**config.mk**
```make
export PLATFORM = sky130hd
export DESIGN_NAME = mmio_uart_tx
export DESIGN_NICKNAME = d
export VERILOG_FILES = /design/src/rtl/uart_mmio_pkg.sv /design/src/rtl/sync_fifo.sv /design/src/rtl/mmio_uart_tx.sv
export SDC_FILE = /design/constraint.sdc
export NUM_CORES = 1
export LEC_CHECK = 0
export BUFFER_PORTS_ARGS = -buffer_cell sky130_fd_sc_hd__buf_2
export CORE_MARGIN = 5
export CORE_UTILIZATION = 30
export CTS_CLUSTER_SIZE = 16
export DETAILED_ROUTE_END_ITERATION = 12
export SYNTH_ARGS = -nofsm -noshare
export SYNTH_HDL_FRONTEND = slang
export SYNTH_SLANG_ARGS = --single-unit
export TNS_END_PERCENT = 100
```
**constraint.sdc**
```tcl
create_clock -name clk -period 4.5 [get_ports clk]
set_input_delay 0.9 -clock clk [delete_from_list [all_inputs] [get_ports clk]]
set_output_delay 0.9 -clock clk [all_outputs]
set_load 0.02 [all_outputs]
```
**src/rtl/uart_mmio_pkg.sv**
```systemverilog
// Shared types and register-map constants for the memory-mapped UART transmitter.
package uart_mmio_pkg;

  typedef enum logic [1:0] {
    IDLE,
    START,
    DATA,
    STOP
  } tx_state_t;

  localparam logic [1:0] REG_TXDATA  = 2'd0;
  localparam logic [1:0] REG_STATUS  = 2'd1;
  localparam logic [1:0] REG_BAUDDIV = 2'd2;

  localparam int unsigned STAT_FULL    = 0;
  localparam int unsigned STAT_EMPTY   = 1;
  localparam int unsigned STAT_BUSY    = 2;
  localparam int unsigned STAT_OVF     = 3;
  localparam int unsigned STAT_CNT_LSB = 8;

  // A zero divisor would stall the baud counter, so it is promoted to 1.
  function automatic logic [15:0] sanitize_div(input logic [15:0] v);
    return (v == 16'd0) ? 16'd1 : v;
  endfunction

endpackage

```
**src/rtl/sync_fifo.sv**
```systemverilog
// Single-clock FIFO with combinational read data; push while full and pop while empty are ignored.
module sync_fifo #(
  parameter int unsigned WIDTH = 8,
  parameter int unsigned DEPTH = 8
) (
  input  logic                     clk,
  input  logic                     reset,
  input  logic                     push,
  input  logic                     pop,
  input  logic [WIDTH-1:0]         din,
  output logic [WIDTH-1:0]         dout,
  output logic                     full,
  output logic                     empty,
  output logic [$clog2(DEPTH):0]   count
);

  localparam int unsigned AW = $clog2(DEPTH);
  localparam logic [AW-1:0] PtrOne  = 1;
  localparam logic [AW:0]   CntOne  = 1;
  localparam logic [AW:0]   CntFull = (AW + 1)'(DEPTH);

  logic [WIDTH-1:0] mem_q [DEPTH];
  logic [AW-1:0]    wptr_q, rptr_q;
  logic [AW:0]      count_q;
  logic             do_push, do_pop;

  assign full    = (count_q == CntFull);
  assign empty   = (count_q == '0);
  assign count   = count_q;
  assign dout    = mem_q[rptr_q];
  assign do_push = push & ~full;
  assign do_pop  = pop & ~empty;

  always_ff @(posedge clk or negedge reset) begin
    if (!reset) begin
      wptr_q  <= '0;
      rptr_q  <= '0;
      count_q <= '0;
    end else begin
      if (do_push) wptr_q <= wptr_q + PtrOne;
      if (do_pop)  rptr_q <= rptr_q + PtrOne;
      unique case ({do_push, do_pop})
        2'b10:   count_q <= count_q + CntOne;
        2'b01:   count_q <= count_q - CntOne;
        default: count_q <= count_q;
      endcase
    end
  end

  // Storage needs no reset: pointers and count define what is valid.
  always_ff @(posedge clk) begin
    if (do_push) mem_q[wptr_q] <= din;
  end

endmodule

```
**src/rtl/mmio_uart_tx.sv**
```systemverilog
// Memory-mapped 8N1 UART transmitter: decodes a 16-byte window on the data bus, buffers
// written bytes in a FIFO and serialises them at a programmable baud divisor.
module mmio_uart_tx
  import uart_mmio_pkg::*;
#(
  parameter logic [31:0]  BASE_ADDR   = 32'h0000_0100,
  parameter int unsigned  FIFO_DEPTH  = 8,
  parameter logic [15:0]  DEFAULT_DIV = 16'd434
) (
  input  logic        clk,
  input  logic        reset,
  input  logic        we,
  input  logic [31:0] a,
  input  logic [31:0] wd,
  output logic [31:0] rd,
  output logic        hit,
  output logic        tx
);

  localparam int unsigned CntW = $clog2(FIFO_DEPTH) + 1;

  logic [1:0]      reg_off;
  logic            wr_txdata, wr_status, wr_bauddiv;

  logic            fifo_push, fifo_pop, fifo_full, fifo_empty;
  logic [7:0]      fifo_dout;
  logic [CntW-1:0] fifo_count;

  logic            ovf_q;
  logic [15:0]     div_q;

  tx_state_t       state_q, state_d;
  logic [15:0]     cnt_q, cnt_d;
  logic [2:0]      bit_q, bit_d;
  logic [7:0]      shift_q, shift_d;
  logic [15:0]     frame_div_q, frame_div_d;
  logic            tx_q, tx_d;
  logic            start_frame;

  logic [31:0]     status;
  logic            unused_bits;

  assign unused_bits = ^{wd[31:16], a[1:0]};

  assign hit        = (a[31:4] == BASE_ADDR[31:4]);
  assign reg_off    = a[3:2];
  assign wr_txdata  = hit & we & (reg_off == REG_TXDATA);
  assign wr_status  = hit & we & (reg_off == REG_STATUS);
  assign wr_bauddiv = hit & we & (reg_off == REG_BAUDDIV);
  assign fifo_push  = wr_txdata & ~fifo_full;

  sync_fifo #(
    .WIDTH (8),
    .DEPTH (FIFO_DEPTH)
  ) u_fifo (
    .clk   (clk),
    .reset (reset),
    .push  (fifo_push),
    .pop   (fifo_pop),
    .din   (wd[7:0]),
    .dout  (fifo_dout),
    .full  (fifo_full),
    .empty (fifo_empty),
    .count (fifo_count)
  );

  always_ff @(posedge clk or negedge reset) begin
    if (!reset) begin
      ovf_q <= 1'b0;
      div_q <= DEFAULT_DIV;
    end else begin
      // A write that finds the FIFO full is dropped even if a pop frees a slot on this edge.
      if (wr_txdata && fifo_full) begin
        ovf_q <= 1'b1;
      end else if (wr_status && wd[STAT_OVF]) begin
        ovf_q <= 1'b0;
      end
      if (wr_bauddiv) div_q <= sanitize_div(wd[15:0]);
    end
  end

  always_comb begin
    state_d     = state_q;
    cnt_d       = cnt_q;
    bit_d       = bit_q;
    shift_d     = shift_q;
    frame_div_d = frame_div_q;
    fifo_pop    = 1'b0;
    start_frame = 1'b0;
    tx_d        = 1'b1;

    unique case (state_q)
      IDLE: start_frame = ~fifo_empty;
      START: begin
        if (cnt_q == 16'd0) begin
          state_d = DATA;
          cnt_d   = frame_div_q - 16'd1;
          bit_d   = 3'd0;
        end else begin
          cnt_d = cnt_q - 16'd1;
        end
      end
      DATA: begin
        if (cnt_q == 16'd0) begin
          cnt_d   = frame_div_q - 16'd1;
          shift_d = shift_q >> 1;
          if (bit_q == 3'd7) state_d = STOP;
          else               bit_d   = bit_q + 3'd1;
        end else begin
          cnt_d = cnt_q - 16'd1;
        end
      end
      STOP: begin
        if (cnt_q == 16'd0) begin
          if (!fifo_empty) start_frame = 1'b1;
          else             state_d     = IDLE;
        end else begin
          cnt_d = cnt_q - 16'd1;
        end
      end
      default: state_d = IDLE;
    endcase

    // Divisor is captured per frame so mid-frame BAUDDIV writes only affect later frames.
    if (start_frame) begin
      fifo_pop    = 1'b1;
      shift_d     = fifo_dout;
      frame_div_d = div_q;
      cnt_d       = div_q - 16'd1;
      state_d     = START;
    end

    unique case (state_d)
      START:   tx_d = 1'b0;
      DATA:    tx_d = shift_d[0];
      default: tx_d = 1'b1;
    endcase
  end

  always_ff @(posedge clk or negedge reset) begin
    if (!reset) begin
      state_q     <= IDLE;
      cnt_q       <= '0;
      bit_q       <= '0;
      shift_q     <= '0;
      frame_div_q <= DEFAULT_DIV;
      tx_q        <= 1'b1;
    end else begin
      state_q     <= state_d;
      cnt_q       <= cnt_d;
      bit_q       <= bit_d;
      shift_q     <= shift_d;
      frame_div_q <= frame_div_d;
      tx_q        <= tx_d;
    end
  end

  assign tx = tx_q;

  always_comb begin
    status                          = '0;
    status[STAT_FULL]               = fifo_full;
    status[STAT_EMPTY]              = fifo_empty;
    status[STAT_BUSY]               = (state_q != IDLE);
    status[STAT_OVF]                = ovf_q;
    status[STAT_CNT_LSB +: CntW]    = fifo_count;
  end

  always_comb begin
    rd = '0;
    if (hit) begin
      unique case (reg_off)
        REG_STATUS:  rd = status;
        REG_BAUDDIV: rd = {16'h0000, div_q};
        default:     rd = '0;
      endcase
    end
  end

endmodule

```
==> metrics.md, run 1 <==
| Metric | Value |
|---|---|
| Status | complete, no violations |
| Row count | 57 |
| Metal-1 WL | 8.036 mm |
| Syn avg cell area | 11.34 um^2 |
| Total congestion overflow | 0 |
| Ports | 101 |
| Endpoints failing hold | 0 |
| Initial Utilization | 0.3030 |
| Crit path DAT | 2.68 ns |
| RSZ-0062 raised after global routing | false |
| Setup_tns | 0 ns |
| Static Leak | 3.552 nW |
| Hold_buf cts | 0 |
| Hold depth | 2 |
| YS warnings | 0 |
| CTS sink cnt | 137 |
| Global-route wire length before repair | 28.26 mm |
| Placed cell count | 1017 |
| Crit Path Category | in -> out |
| # setup viols final | 0 |
| Post-synth top area share | 0.2616 |
| VDD IR max | 0.2353 mV |
| Async SR Flop Fraction | 0.5328 |
| Antenna violations before repair | 0 |
| Vias | 5290 |
| Routed vias/inst | 5.043 |
| Die Footprint | 0.02772 mm^2 |
| Initial DRC Count | 381 |
| Post-Route WL | 17.56 mm |
| Pin count of the biggest net entering global routing | 74 |
| Hpwl dp | 12.47 mm |
| TritonCTS clock tree | yes |
| Layout cells sized above 1 | 0.2359 |
| Nets@finish | 797 |
| WHS Endpoint | frame_div_q[7] |
| Die Span Y | 166.5 um |
| Avg WL per Cell | 16.74 um |
| Syn Std Cell Area | 0.007347 mm^2 |
| Critical Path Start Type | input port |
| Cell accounting for the most synthesized area | edfxtp_1 |
| Layout Cells excl Fill | 1049 |
| CP Data Required Time | 3.60 ns |
| Total track usage | 0.1268 |
| PostCTS Resize Cnt | 0 |
| Worst-Skew Late Latency | 0.43 ns |
| Post-CTS setup buffers | 0 |
| GP Congestion | 0.8274 |
| Drc violations | 0 |
| Critical R2R Launch | cnt_q[0] |
| Clock Root Buffer | clkbuf_16 |
| Register area share after synthesis | 0.5121 |
| Synth top area cells | edfxtp_1, dfrtp_1, mux4_2, dfstp_2, nand2_1 |
| Antenna cells | 0 |
| Final Max Slew Viols | 0 |
| R2r endpoint | u_fifo.count[2] |
| Crit Path Max Fanout | 8 |
| Layout Skew | 0.007682 ns |
| FILL cells | 2453 |
| Class of the worst hold path | reg -> reg |
| Clock Pin Slew Worst Setup and Hold Paths | 0.06 ns |
| CTS H-tree depth | 4 |
| IO Port Bufs | 66 |
| Die X-Extent | 166.5 um |
| Start point of the worst min-delay path | frame_div_q[7] |
| Metal3 WL | 949 um |
| CTS Buffer Depth | 2 |
| Post-synthesis cell type count | 70 |
| Max cap viols | 0 |
| Crit. End Element | output port |
| Total power | 2.732 mW |
| Ys flop type | edfxtp_1 |
| Routed length on met2 | 8.231 mm |
| Worst slew margin | 0.3218 |
| Final period util | 0.7945 |
| Flop-to-flop setup slack | 1.00 ns |
| Drt pass-1 iters | 5 |
| Achievable Freq | 279.7 MHz |
| Core Box Area | 0.02425 mm^2 |
| Number of flops mapped to enable cells by yosys | 64 |
| Clock period minus worst slack | 3.575 ns |
| Area Growth Syn to Fin | 15.79% |
| Max layer used | met4 |
| Post-synthesis cell count | 648 |
| WHS | 0.4934 ns |
| Power Density | 321.1 mW/mm^2 |
| Antenna Nets Post-Route | 0 |
| Vias in the first global route | 5251 |
| FF+latch count, synth | 137 |
| TritonCTS buffer count | 17 |
| Reg2reg path depth | 13 |
| Measured slew at the worst slew-check pin | 1.010 ns |
## stage by stage
stage / cell area, um^2 / setup WS, ns / utilization
after detailed placement: 7950 / 0.8029 / 0.3279
final: 8507 / 0.9249 / 0.3508
after global routing: 8507 / 0.7271 / 0.3508
after global placement: 7950 / 0.8365 / 0.3279
after CTS: 8507 / 0.8516 / 0.3508
after floorplan: 7403 / 1.255 / -
## placed cells by master (no fill, tap or decap), types with 5 or more instances in the layout
cell       count
or4_1          5
a22oi_1        8
nand3_1       13
nor3_1        19
nor2_1        50
a211o_1        6
xnor2_1       24
ha_1          18
inv_1         15
a21oi_1       20
mux2_2        17
xor2_1        14
nor4b_1        5
conb_1        16
clkbuf_16     17
o21ai_0       22
o211ai_1       6
nand2_1       74
nor2b_1       12
dfstp_2       11
and3_1         8
buf_4         15
edfxtp_1      64
nor4_1        20
inv_6          7
mux2i_1       12
nand4_1        9
a211oi_1       8
buf_2         65
mux4_2        16
dfrtp_1       62
## registers in the layout (all words and copies together), names as in the netlist
| register | flops |
|---|---|
| u_fifo.count | 4 |
| ovf_q | 1 |
| tx | 1 |
| u_fifo.wptr_q | 3 |
| bit_q | 3 |
| state_q | 2 |
| frame_div_q | 16 |
| cnt_q | 16 |
| u_fifo.rptr_q | 3 |
| div_q | 16 |
| shift_q | 8 |
| u_fifo.mem_q | 64 |
## cell families (layout without fill, tap and decap cells)
family                     count (synthesis)  in the layout  share of synthesized area
DFF                                      137            137                     0.5121
and+or+nand+nor                          244            244                     0.1785
muxes                                     45             45                    0.09145
other                                      1             16                  0.0005104
AOI/OAI and AO/OA                        100            100                    0.09350
adders and majority gates                 18             18                    0.03065
xor gates and xnor gates                  38             38                    0.04530
buffers and inverters                     65            127                    0.04802
## worst max-delay path: stages
cell and delay (ns):
buf_2 0.10, nor4b_1 0.38, nand4_1 0.23, nor2_1 0.34, nand2_1 0.26, nor2_1 0.24, buf_2 0.21
## metal layers
layer	vias up	GRT usage
li1	2497	-
met5	-	0
met1	2595	0.1730
met3	22	0.02892
met2	176	0.2014
met4	0	0.04020
## worst max path at each step
stage,cells after the start,slack [ns],startpoint,to
after floorplan,5,1.26,a[9],rd[12]
after global placement,12,0.84,a[9],u_fifo.count[2]
after detailed placement,12,0.80,a[9],u_fifo.count[2]
after CTS,7,0.85,a[9],rd[1]
after global routing,7,0.73,a[9],rd[1]
final,7,0.92,a[9],rd[1]
## synthesized netlist by cell type (2+ instances only)
master and number:
a211oi_1 8, nand4_1 9, inv_1 15, and3_1 8, a21oi_1 20, xnor2_1 24, or4_1 5, nand3_1 13
a22oi_1 8, dfrtp_1 62, a211o_1 6, ha_1 18, nor2_1 50, nor3b_1 3, mux4_2 16, buf_2 7
o2bb2ai_1 2, nor4_1 20, o211ai_1 6, and4_2 2, edfxtp_1 64, a31oi_1 2, or3_1 3, nand3b_1 3
mux2i_1 12, nand2_1 74, nor3_1 19, nand2b_1 3, dfstp_2 11, nor4b_1 5, clkbuf_8 3, mux2_2 17
o221ai_1 2, xor2_1 14, or2_2 2, nor4_4 3, clkbuf_1 22, a22o_1 4, a21o_1 2, buf_4 17
o31ai_1 3, o21ai_0 22, nor2b_1 12
## power by group
group | internal [mW] | total [mW] | switching (mW)
logic | 0.0257 | 0.0860 | 0.0603
clock network | 0.727 | 1.33 | 0.601
registers | 1.32 | 1.32 | 0.00244
## area by class of cell
type	instances	area [um^2]	share of cell area
clock buffer	18	429.2	0.05045
inverter	15	56.30	0.006619
multi-input combinational	461	3288	0.3865
tap	324	405.4	0.04765
timing repair buffer	80	437.9	0.05148
clock inverter	14	127.6	0.01500
sequential	137	3762	0.4423
(Power assumes the default switching activity.)
==> run 2: changes to the inputs <==
==> constraint.sdc (replaced) <==
create_clock -name clk -period 3.35 [get_ports clk]
set_input_delay 0.67 -clock clk [delete_from_list [all_inputs] [get_ports clk]]
set_output_delay 0.67 -clock clk [all_outputs]
set_load 0.02 [all_outputs]
==> metrics.md, run 2 (synthesized netlist as in run 1, its figures left out) <==
| Metric | Value |
|---|---|
| Status | complete, no violations |
| Post-CTS setup buffers | 0 (unchanged) |
| Most frequent cells in the layout | nand2_1, buf_2, edfxtp_1 |
| Layout cells sized above 1 | 0.2456 (+0.009704) |
| Vias in the first global route | 5273 (+0.42%) |
| Power Density | 431.1 mW/mm^2 (+34%) |
| Area Growth Syn to Fin | 16.76% |
| Drt pass-1 iters | 5 (unchanged) |
| Layout Skew | 0.01069 ns (+0.003007 ns) |
| Post-Route WL | 17.57 mm (about the same) |
| TritonCTS buffer count | 17 (unchanged) |
| # setup viols final | 0 (unchanged) |
| VDD IR max | 0.3799 mV (+61%) |
| Initial Utilization | 0.3030 (unchanged) |
| Sw power | 0.8544 mW (+29%) |
| Routed vias/inst | 4.947 (-1.9%) |
| CTS H-tree depth | 4 (unchanged) |
| Core Box Area | 0.02425 mm^2 (unchanged) |
| IO Port Bufs | 66 (unchanged) |
| Die X-Extent | 166.5 um (unchanged) |
| Sequential power share | 0.479 (-0.003) |
| Clock Pin Slew Worst Setup and Hold Paths | 0.06 ns (about the same) |
| Crit Path Max Fanout | 8 (unchanged) |
| Most common cell after layout, fill and taps aside | nand2_1 |
| Avg WL per Cell | 16.62 um (-0.73%) |
| Die Span Y | 166.5 um (unchanged) |
| Clock Root Buffer | clkbuf_16 |
| Clock period minus worst slack | 2.992 ns |
| Worst-Skew Late Latency | 0.42 ns (about the same) |
| WHS | 0.3753 ns (-0.1180 ns) |
| GP Congestion | 0.8734 (+5.6%) |
| Initial DRC Count | 586 (+54%) |
| Combinational Power Share | 0.031 (about the same) |
| Drc violations | 0 (unchanged) |
| Final Max Slew Viols | 0 (unchanged) |
| Achievable Freq | 334.2 MHz |
| TritonCTS clock tree | yes |
| Final period util | 0.8932 |
| Global-route wire length before repair | 29.13 mm (+3.1%) |
| Switching part of the total | 0.2310 (-0.01188) |
| CTS sink cnt | 137 (unchanged) |
| PostCTS Resize Cnt | 0 (unchanged) |
| Crit. End Element | output port |
| Crit Path Category | in -> out |
| Max cap viols | 0 (unchanged) |
| Total track usage | 0.1304 (+0.003664) |
| Hpwl dp | 12.47 mm (about the same) |
| Total congestion overflow | 0 (unchanged) |
| Internal Power | 2.844 mW (+38%) |
| Antenna cells | 0 (unchanged) |
| RSZ-0062 raised after global routing | false |
| Largest Register | u_fifo.mem_q |
| Nets@finish | 805 (+1.0%) |
| Worst slew margin | 0.3546 (+0.03279) |
| Pin count of the biggest net entering global routing | 74 (unchanged) |
| Class of the worst hold path | in -> async |
| Critical Path Start Type | input port |
| Hold_buf cts | 0 (unchanged) |
| Row count | 57 (unchanged) |
| Ports | 101 (unchanged) |
| Measured slew at the worst slew-check pin | 0.9681 ns (-0.04160 ns) |
| Clock power share | 0.490 (+0.004) |
| Setup_tns | 0 ns (unchanged) |
| Antenna Nets Post-Route | 0 (unchanged) |
| Antenna violations before repair | 0 (unchanged) |
| Die Footprint | 0.02772 mm^2 (unchanged) |
| Vias | 5229 (-1.2%) |
| CP Data Required Time | 2.68 ns (-0.92 ns) |
| Static Leak | 3.598 nW (+1.3%) |
| CTS Buffer Depth | 2 (unchanged) |
| Max reg flops | 64 (unchanged) |
| Crit path DAT | 2.32 ns (-0.36 ns) |
| Endpoints failing hold | 0 (unchanged) |
-- run 2: cell type report --
| class | instances | area, um^2 |
|---|---|---|
| Fill cell | 2442 | 15670 |
| Sequential cell | 137 | 3762 |
| Multi-Input combinational cell | 461 | 3288 |
| Timing Repair Buffer | 88 | 498.0 |
| Clock buffer | 18 | 429.2 |
| Tap cell | 324 | 405.4 |
| Clock inverter | 14 | 138.9 |
| Inverter | 15 | 56.30 |
-- run 2: critical path: stages --
cell	delay (ns)
buf_2	0.10
nor4b_1	0.37
nand4_1	0.22
nor2_1	0.25
nand2_1	0.24
nor2_1	0.25
buf_2	0.21
-- run 2: stage by stage --
step | cells | worst slack, ns | area, um^2 | util | total power [mW]
final | 1057 | 0.3578 | 8578 | 0.3538 | 3.698
after global routing | 1057 | 0.03109 | 8578 | 0.3538 | 3.841
after CTS | 1057 | 0.3342 | 8578 | 0.3538 | 3.731
after detailed placement | 1025 | 0.2882 | 8010 | 0.3303 | 1.921
after global placement | 1025 | 0.2853 | 8010 | 0.3303 | 1.920
after floorplan | 663 | 0.1636 | 7403 | - | 1.863
-- run 2: power groups by stage --
stage,Sequential [mW],Combinational [mW],Clock (mW)
floorplan,1.80,0.0593,0
global placement,1.80,0.116,0
detailed placement,1.80,0.117,0
CTS,1.77,0.117,1.84
global route,1.77,0.130,1.94
finish,1.77,0.116,1.81
-- run 2: metal layers --
layer | part of all wire | up-vias | wire length (um) | track usage
li1 | - | 2525 | - | -
met1 | 0.46 | 2515 | 8113 | 0.1818
met2 | 0.47 | 165 | 8279 | 0.2064
met3 | 0.051 | 24 | 900 | 0.02536
met4 | 0.016 | 0 | 274 | 0.04091
met5 | 0 | - | 0 | 0
-- run 2: path summary, 6_finish.rpt --
| check | from | end | slack [ns] | depth (start not counted) |
|---|---|---|---|---|
| max | a[9] | rd[1] | 0.36 | 7 |
| min | reset | shift_q[5] | 0.38 | 1 |
| max reg2reg | cnt_q[0] | u_fifo.count[2] | 0.44 | 13 |
| min reg2reg | frame_div_q[7] | frame_div_q[7] | 0.49 | 2 |
| max in group asynchronous | reset | frame_div_q[6] | 2.30 | 1 |
| min in group clk | frame_div_q[7] | frame_div_q[7] | 0.49 | 2 |
